$ cat config.mk
export PLATFORM = sky130hd
export DESIGN_NAME = branch_seq_ctrl
export DESIGN_NICKNAME = d
export VERILOG_FILES = /design/src/rtl/branch_seq_ctrl.sv
export SDC_FILE = /design/constraint.sdc
export NUM_CORES = 1
export LEC_CHECK = 0
export ABC_AREA = 1
export BUFFER_PORTS_ARGS = -buffer_cell sky130_fd_sc_hd__buf_4
export CORE_MARGIN = 2
export CORE_UTILIZATION = 55
export CTS_CLUSTER_DIAMETER = 100
export DETAILED_ROUTE_END_ITERATION = 10
export MAX_ROUTING_LAYER = met4
export PLACE_DENSITY = 0.81
export SYNTH_ARGS = -nofsm -noshare
export SYNTH_HDL_FRONTEND = slang
export SYNTH_SLANG_ARGS = --single-unit
$ cat constraint.sdc
create_clock -name clk -period 3.7 [get_ports clk]
set_clock_uncertainty 0.15 [all_clocks]
set_input_delay 0.74 -clock clk [delete_from_list [all_inputs] [get_ports clk]]
set_output_delay 0.74 -clock clk [all_outputs]
set_load 0.005 [all_outputs]
$ cat src/rtl/branch_seq_ctrl.sv
// branch_seq_ctrl
//   Sequencer that sits between decode and the fetch redirect port. It accepts one
//   branch or jump op at a time from decode and drives the operand and condition
//   inputs of an external comparator. It then resolves the branch direction and
//   computes the target PC. When the resolved direction disagrees with the static
//   prediction, it issues a redirect to fetch.
//
//   Optional build macro: BRANCH_PERF_CNT_EN
//     Adds the 32-bit counters perf_branches and perf_mispredicts.
//
//   Ports
//     clk, rst_n        clock; synchronous active-low reset
//     op_*              op handshake and fields from decode (op_ready is an output)
//     cmp_rs1/rs2/ctrl  operands and condition for the comparator
//     cmp_result        comparator outcome, combinational in cmp_*
//     redir_*           mispredict redirect handshake toward fetch
//     link_pc           op_pc + 4, valid with done
//     done/taken/illegal  retire pulse and the resolved status of the op
//     flush             kills the in-flight op and returns the block to IDLE
//     perf_branches/perf_mispredicts  present only with BRANCH_PERF_CNT_EN
//
//   state | meaning
//   IDLE  | waiting for an op from decode
//   EVAL  | comparator is driven from the latched op; resolve direction and target
//   REDIR | mispredict; hold the redirect until fetch accepts it
module branch_seq_ctrl #(
  parameter int              XLEN     = 32,
  parameter logic [XLEN-1:0] RESET_PC = '0
) (
  input  logic            clk,
  input  logic            rst_n,
  input  logic            op_valid,
  output logic            op_ready,
  input  logic [XLEN-1:0] op_pc,
  input  logic [XLEN-1:0] op_imm,
  input  logic [2:0]      op_funct3,
  input  logic            op_is_jal,
  input  logic            op_is_jalr,
  input  logic [XLEN-1:0] op_rs1,
  input  logic [XLEN-1:0] op_rs2,
  input  logic            op_pred_taken,
  output logic [XLEN-1:0] cmp_rs1,
  output logic [XLEN-1:0] cmp_rs2,
  output logic [2:0]      cmp_ctrl,
  input  logic            cmp_result,
  output logic            redir_valid,
  input  logic            redir_ready,
  output logic [XLEN-1:0] redir_pc,
  output logic [XLEN-1:0] link_pc,
  output logic            done,
  output logic            taken,
  output logic            illegal,
  input  logic            flush
`ifdef BRANCH_PERF_CNT_EN
  ,
  output logic [31:0]     perf_branches,
  output logic [31:0]     perf_mispredicts
`endif
);

  typedef enum logic [1:0] {IDLE, EVAL, REDIR} state_t;

  state_t          state;
  logic [XLEN-1:0] pc_q;
  logic [XLEN-1:0] imm_q;
  logic            jal_q;
  logic            jalr_q;
  logic            pred_q;
  logic            done_q;
  logic            taken_q;
  logic            illegal_q;
  logic [XLEN-1:0] link_q;
  logic            pend_taken;
  logic            pend_illegal;
  logic [XLEN-1:0] pend_link;

  logic            is_jump;
  logic            ev_illegal;
  logic            ev_taken;
  logic [XLEN-1:0] seq_pc;
  logic [XLEN-1:0] target_sum;
  logic [XLEN-1:0] target;
  logic [XLEN-1:0] next_pc;
  logic            mispredict;
  logic            redir_hs;

  // Resolution of the op that is currently latched. It is only consumed in EVAL.
  assign is_jump    = jal_q | jalr_q;
  assign ev_illegal = !is_jump && (cmp_ctrl == 3'b010 || cmp_ctrl == 3'b011);
  assign ev_taken   = is_jump | (!ev_illegal & cmp_result);
  assign seq_pc     = pc_q + XLEN'(4);
  // cmp_rs1 holds the latched rs1, which serves as the jalr base.
  assign target_sum = (jalr_q ? cmp_rs1 : pc_q) + imm_q;
  assign target     = jalr_q ? {target_sum[XLEN-1:1], 1'b0} : target_sum;
  assign next_pc    = ev_taken ? target : seq_pc;
  assign mispredict = ev_taken != pred_q;

  // The redirect retires in the same cycle that fetch accepts it. On that cycle
  // the pending status is shown directly, so the held outputs do not change
  // before done is asserted.
  assign redir_hs = (state == REDIR) && redir_ready && !flush;
  assign done     = done_q | redir_hs;
  assign taken    = redir_hs ? pend_taken   : taken_q;
  assign illegal  = redir_hs ? pend_illegal : illegal_q;
  assign link_pc  = redir_hs ? pend_link    : link_q;

  // No op is accepted during the retire cycle itself. The next op can be accepted
  // on the following cycle.
  assign op_ready = (state == IDLE) && !flush && !done_q;

  always_ff @(posedge clk) begin
    if (!rst_n) begin
      state        <= IDLE;
      pc_q         <= '0;
      imm_q        <= '0;
      jal_q        <= 1'b0;
      jalr_q       <= 1'b0;
      pred_q       <= 1'b0;
      cmp_rs1      <= '0;
      cmp_rs2      <= '0;
      cmp_ctrl     <= 3'b000;
      redir_valid  <= 1'b0;
      redir_pc     <= RESET_PC;
      done_q       <= 1'b0;
      taken_q      <= 1'b0;
      illegal_q    <= 1'b0;
      link_q       <= '0;
      pend_taken   <= 1'b0;
      pend_illegal <= 1'b0;
      pend_link    <= '0;
    end else begin
      done_q <= 1'b0;
      if (flush) begin
        state       <= IDLE;
        redir_valid <= 1'b0;
      end else begin
        case (state)
          IDLE: begin
            if (op_valid && op_ready) begin
              pc_q     <= op_pc;
              imm_q    <= op_imm;
              jal_q    <= op_is_jal;
              jalr_q   <= op_is_jalr;
              pred_q   <= op_pred_taken;
              cmp_rs1  <= op_rs1;
              cmp_rs2  <= op_rs2;
              cmp_ctrl <= op_funct3;
              state    <= EVAL;
            end
          end
          EVAL: begin
            if (mispredict) begin
              redir_pc     <= next_pc;
              redir_valid  <= 1'b1;
              pend_taken   <= ev_taken;
              pend_illegal <= ev_illegal;
              pend_link    <= seq_pc;
              state        <= REDIR;
            end else begin
              taken_q   <= ev_taken;
              illegal_q <= ev_illegal;
              link_q    <= seq_pc;
              done_q    <= 1'b1;
              state     <= IDLE;
            end
          end
          REDIR: begin
            if (redir_ready) begin
              taken_q     <= pend_taken;
              illegal_q   <= pend_illegal;
              link_q      <= pend_link;
              redir_valid <= 1'b0;
              state       <= IDLE;
            end
          end
          default: state <= IDLE;
        endcase
      end
    end
  end

`ifdef BRANCH_PERF_CNT_EN
  always_ff @(posedge clk) begin
    if (!rst_n) begin
      perf_branches    <= '0;
      perf_mispredicts <= '0;
    end else if (done) begin
      perf_branches <= perf_branches + 32'd1;
      if (redir_hs) perf_mispredicts <= perf_mispredicts + 32'd1;
    end
  end
`endif

endmodule

==> impl_metrics.toml, run 1 <==
[global_route]
grt_pass1_wl_um = 70930
overflow = 0
grt_max_degree = 114
grt_pass1_vias = 12985
antenna_found_initial = 0
grt_usage_pct = 38.09

[logic_synthesis]
synth_edf_count = 0
synth.area.top_cells = "dfxtp_1 (38%), nand2_1 (15%), a21oi_1 (9.4%)"
ys_warn_count = 0
synth-seq-cells = 238
synth_area_leader_cell = "dfxtp_1"
synthFlopType = "dfxtp_1"
async_flop_share_pct = 0
synth_top_area_share_pct = 37.74
yosysUniqueCellTypes = 45
syn_inst = 1886
synth_fp_nets = 2059
syn_avg_cell_area_sq_um = 6.693
seq_area_frac_synth_pct = 37.74
syn_area_sq_um = 12620

[worst_setup_path]
worst-path-max-fanout = 38
endpoint_kind = "flop"
cp.arrival_ns = 3.51
required_ns = 3.98
setup.worst_path.start_class = "flop"
crit_type = "flop to flop"

[clocking]
cts_buffers = 26
cts_resized = 0
cts_root_buf = "clkbuf_16"
clk_pin_slew_ns = 0.06
clkSinkCount = 238
postCtsHoldBufs = 0
clk_path_buf_depth = 3
clk_latency_ns = 0.54
post-cts-setup-buffers = 0
h-tree-depth = 1
cts_tree = "done"

[floorplan]
io_pins = 276
start_util_pct = 55.93
rows = 55
dieArea_sq_um = 24180
core_area_sq_um = 22570
dieHeight_um = 155.5
die_width_um = 155.5

[route]
vias = 14000
drt_iter0_drc = 1670
drt-total-wl_um = 45960
first_pass_iters = 8
wire_per_inst_um = 19.08
drc = 0
viasPerCell = 5.812
antenna_left = 0

[status]
outcome = "completed"

[timing]
finalSetupViolations = 0
min_period_ns = 3.226
max_freq_ghz = 0.3099
hold_viol = 0
slew_viol_final = 0
setup_ws_ns = 0.4736
worst-slew-pin-transition_ns = 1.047
rsz0062_at_grt = "no"
post-route-period-util_pct = 87.20
fin_setup_tns_ns = 0
relSlewSlack_pct = 30.17

[power_and_ir_drop]
leakage_nw = 7.107
cellPowerDensity_nw_per_um2 = 388.2
irDropWorstVdd_mv = 0.3349
power_mw = 6.073

[final_layout]
antenna_cells = 0
nets = 2280
final_util_pct = 69.32
n_fill_cell = 1943
syn_to_final_growth_pct = 23.95
instances_no_fill = 2409
drive_above_1_share_pct = 17.89

[placed_design]
gp_congestion = 1.012
placedCellCount = 2364
place_ws_ns = 0.5606
io_buffer_count = 275
hpwl_um = 34840

[hold_path]
hold_class = "flop to flop"

[job]
maxCapViolations = 0
## flip-flops by register name, summed over array words and instances (netlist names), 2 cells and up
register,count
imm_q,32
cmp_ctrl,3
redir_pc,32
pend_link,32
link_q,32
pc_q,32
cmp_rs1,32
cmp_rs2,32
state,2
## per-stage QoR
stage          cell area (sq um)  hold slack [ns]
3_5_place_dp               14830           0.3066
2_1_floorplan              12620           0.2867
3_3_place_gp               14830           0.2987
4_1_cts                    15650           0.3154
5_1_grt                    15650           0.3266
6_report                   15650           0.3134
## worst paths after layout
kind,slack (ns),endpoint,startpoint,depth (start not counted)
hold / removal,0.31,cmp_rs2[14],cmp_rs2[14],2
hold reg to reg,0.31,cmp_rs2[14],cmp_rs2[14],2
setup / recovery,0.47,redir_pc[16],jalr_q,12
setup reg to reg,0.47,redir_pc[16],jalr_q,12
## logic make-up after synthesis
family	synth area share [%]
buf+inv	9.168
flops	37.74
mux	1.070
compound gates	19.26
xor+xnor	1.388
fa+ha+maj	3.330
simple gates	28.04
## placed cells by master (no fill, tap or decap), drive strengths merged
cell type / count
nand2: 501
buf: 299
a21oi: 238
dfxtp: 238
nand3: 185
inv: 181
o21ai: 180
nor2: 98
clkbuf: 34
ha: 32
a31oi: 19
xor2: 18
nor3: 16
nand4: 13
mux2: 12
clkinv: 10
or2: 8
o21bai: 7
o211a: 7
nand3b: 5
a211oi: 5
and2: 2
xnor2: 2
o211ai: 2
a22oi: 2
o21a: 2
nor4: 1
a21boi: 1
nor3b: 1
nand2b: 1
a21o: 1
fa: 1
bufinv: 1
clkinvlp: 1
## power breakdown
part,internal (mW),switching [mW]
Clock,1.42,1.06
Combinational,0.339,0.507
Sequential,2.66,0.0852
Total,4.42,1.65
## metal layers
metal | up-vias | routed length (um) | global-route usage (%) | part of all wire, %
met1 | 6471 | 18980 | 50.05 | 41
met4 | 0 | 1676 | 12.45 | 3.6
met2 | 757 | 21060 | 60.37 | 46
met3 | 115 | 4244 | 5.905 | 9.2
li1 | 6657 | - | - | -
met5 | - | 0 | - | 0
## critical path, cell delays in order (launching register included)
cell,delay [ns]
dfxtp_2,0.77
buf_4,0.27
o21ai_0,0.10
ha_1,0.38
nand2_1,0.20
inv_1,0.06
a21oi_1,0.31
nand3_1,0.25
nand2_1,0.14
inv_1,0.04
o21bai_1,0.13
nand3_1,0.14
and2_1,0.17
## synthesized netlist by cell type (2+ instances only)
library cell,n
nand2_1,497
a21oi_1,238
dfxtp_1,238
nand3_1,182
inv_1,177
o21ai_0,158
nor2_1,94
clkbuf_1,67
ha_1,32
buf_2,25
o21ai_1,22
a31oi_1,19
xor2_1,18
nor3_1,15
mux2_2,12
nand4_1,12
or2_2,8
buf_1,7
o211a_1,7
o21bai_1,7
a211oi_1,5
buf_6,5
nand3b_1,5
inv_2,3
nand2_4,3
nor2_4,3
a22oi_1,2
and2_1,2
buf_4,2
clkinv_1,2
nand3_2,2
o211ai_1,2
o21a_1,2
xnor2_1,2
## cell type report
class	count	area [sq um]	area share (%)
Clock buffer	34	710.7	4.542
Sequential cell	238	4766	30.46
Tap cell	285	356.6	2.279
Multi-Input combinational cell	1360	6720	42.95
Timing Repair Buffer	299	2307	14.75
Clock inverter	11	101.3	0.6477
Inverter	182	684.4	4.374
No activity file was read; power rests on OpenSTA's default activity.
==> inputs of run 2 (changes only) <==
CORE_MARGIN = 3   (was 2)
==> run 2 against run 1 <==
- register-to-register slack lost 0.17 ns
- first-iteration DRC count grew 8.3%
- highest routed layer unchanged
- hold slack lost 0.00060 ns
- sequential power is essentially flat
- fmax shrank 5.0%
- final cell count shrank 0.12%
- critical path depth grew 1
- routed wire length grew 8.6%
- critical path type unchanged
- power grew 2.6%
- largest power group unchanged
- setup slack lost 0.17 ns
- combinational power grew 0.5%
- die area grew 2.6%
==> impl_metrics.toml, run 2 (synthesized netlist as in run 1, its figures left out) <==
[timing]
rsz0062_at_grt = "no"
post-route-period-util_pct = 91.83
max_freq_ghz = 0.2943
worst-slew-pin-transition_ns = 0.9811
fin_setup_tns_ns = 0
finalSetupViolations = 0
hold_viol = 0
setup_ws_ns = 0.3024
relSlewSlack_pct = 34.59
min_period_ns = 3.398
slew_viol_final = 0

[clocking]
h-tree-depth = 1
post-cts-setup-buffers = 0
cts_root_buf = "clkbuf_16"
cts_resized = 0
postCtsHoldBufs = 0
cts_tree = "done"
clk_latency_ns = 0.55
clkSinkCount = 238
clk_path_buf_depth = 3
clk_pin_slew_ns = 0.06
cts_buffers = 26

[floorplan]
die_width_um = 157.5
dieArea_sq_um = 24800
core_area_sq_um = 22160
dieHeight_um = 157.5
start_util_pct = 56.96
rows = 54
io_pins = 276

[route]
antenna_left = 0
vias = 14298
wl_met3_um = 4751
wire_per_inst_um = 20.74
viasPerCell = 5.943
route.top_layer_used = "met4"
drt_iter0_drc = 1808
met1Wirelength_um = 20270
drc = 0
first_pass_iters = 6
wl_met2_um = 22410
drt-total-wl_um = 49910

[placed_design]
io_buffer_count = 275
hpwl_um = 37040
place_ws_ns = 0.4501
gp_congestion = 1.057

[worst_setup_path]
crit_slowest_cell = "dfxtp_2"
cp_num_buf_inv = 3
cp_cell_sequence = "buf_12 > nand2_1 > o21ai_0 > ha_1 > nand2_1 > inv_1 > a21oi_1 > nand3_1 > nand2_1 > inv_1 > o21bai_1 > nand3_1 > and2_1"
setup.worst_path.start_class = "flop"
cp-startpoint = "jalr_q"
crit_type = "flop to flop"
cp.arrival_ns = 3.69
required_ns = 3.99
crit_top_cell = "nand2_1"
endpoint_kind = "flop"
cpLargestDelayFamily = "simple AND/OR/NAND/NOR gates"
worst-path-max-fanout = 40
r2r_start = "jalr_q"
max_stage_delay_ns = 0.86

[final_layout]
nets = 2277
layout_common_cells = "nand2_1 (496), buf_4 (288), a21oi_1 (238)"
drive_above_1_share_pct = 17.89
syn_to_final_growth_pct = 24.41
layout_commonest_cell = "nand2_1"

[global_route]
grt_pass1_vias = 13542
overflow = 0
antenna_found_initial = 1
grt_usage_pct = 40.08
grt_max_degree = 94
grt_pass1_wl_um = 75610

[hold_path]
min_from = "cmp_rs2[2]"
hold_class = "flop to flop"

[power_and_ir_drop]
cellPowerDensity_nw_per_um2 = 396.8
irDropWorstVdd_mv = 0.3423
leakage_nw = 7.129

[job]
maxCapViolations = 0

[status]
outcome = "completed"
run 2: cell types whose count changed in the layout (fill, tap and decap cells not counted), sizes merged:
cell	previous run	this run
clkinv	10	9
clkbuf	34	37
diode	0	2
inv	181	182
buf	299	296
run 2: worst paths after layout:
| kind | to | depth (start not counted) | slack (ns) |
|---|---|---|---|
| max | redir_pc[16] | 13 | 0.30 |
| min | cmp_rs2[2] | 2 | 0.31 |
| max reg2reg | redir_pc[16] | 13 | 0.30 |
| min reg2reg | cmp_rs2[2] | 2 | 0.31 |
run 2: power breakdown:
part	switching, mW	internal [mW]
Sequential	0.0966	2.66
Clock	1.13	1.49
Combinational	0.513	0.337
Total	1.74	4.49
run 2: stage by stage:
stage                     util [%]  area, sq um  total power [mW]  std cells  hold WS [ns]
after floorplan                  -        12620             3.229       1886        0.2867
after global placement       66.98        14840             3.616       2356        0.2983
after detailed placement     66.98        14840             3.628       2356        0.3020
after CTS                    70.84        15700             6.214       2404        0.3103
after global routing         70.86        15700             6.422       2405        0.3197
final                        70.87        15710             6.231       2406        0.3128
run 2: layout make-up:
class                   instances  area, sq um
inverters                     182        684.4
clock buffers                  37        752.0
flip-flops and latches        238         4766
fillers                      1786         6456
multi-input cells            1360         6720
diodes                          2        5.005
clock inverters                11        105.1
repair buffers                296         2322
well taps                     280        350.3
run 2: per-layer routing:
layer | vias to the layer above | global-route usage (%)
li1 | 6681 | -
met2 | 868 | 62.12
met5 | - | -
met3 | 159 | 6.214
met1 | 6590 | 52.31
met4 | 0 | 16.90
run 2: worst min-delay path, cell delays in order (launching register included):
cell and delay (ns):
dfxtp_1 0.31, nand2_1 0.06, a21oi_1 0.05
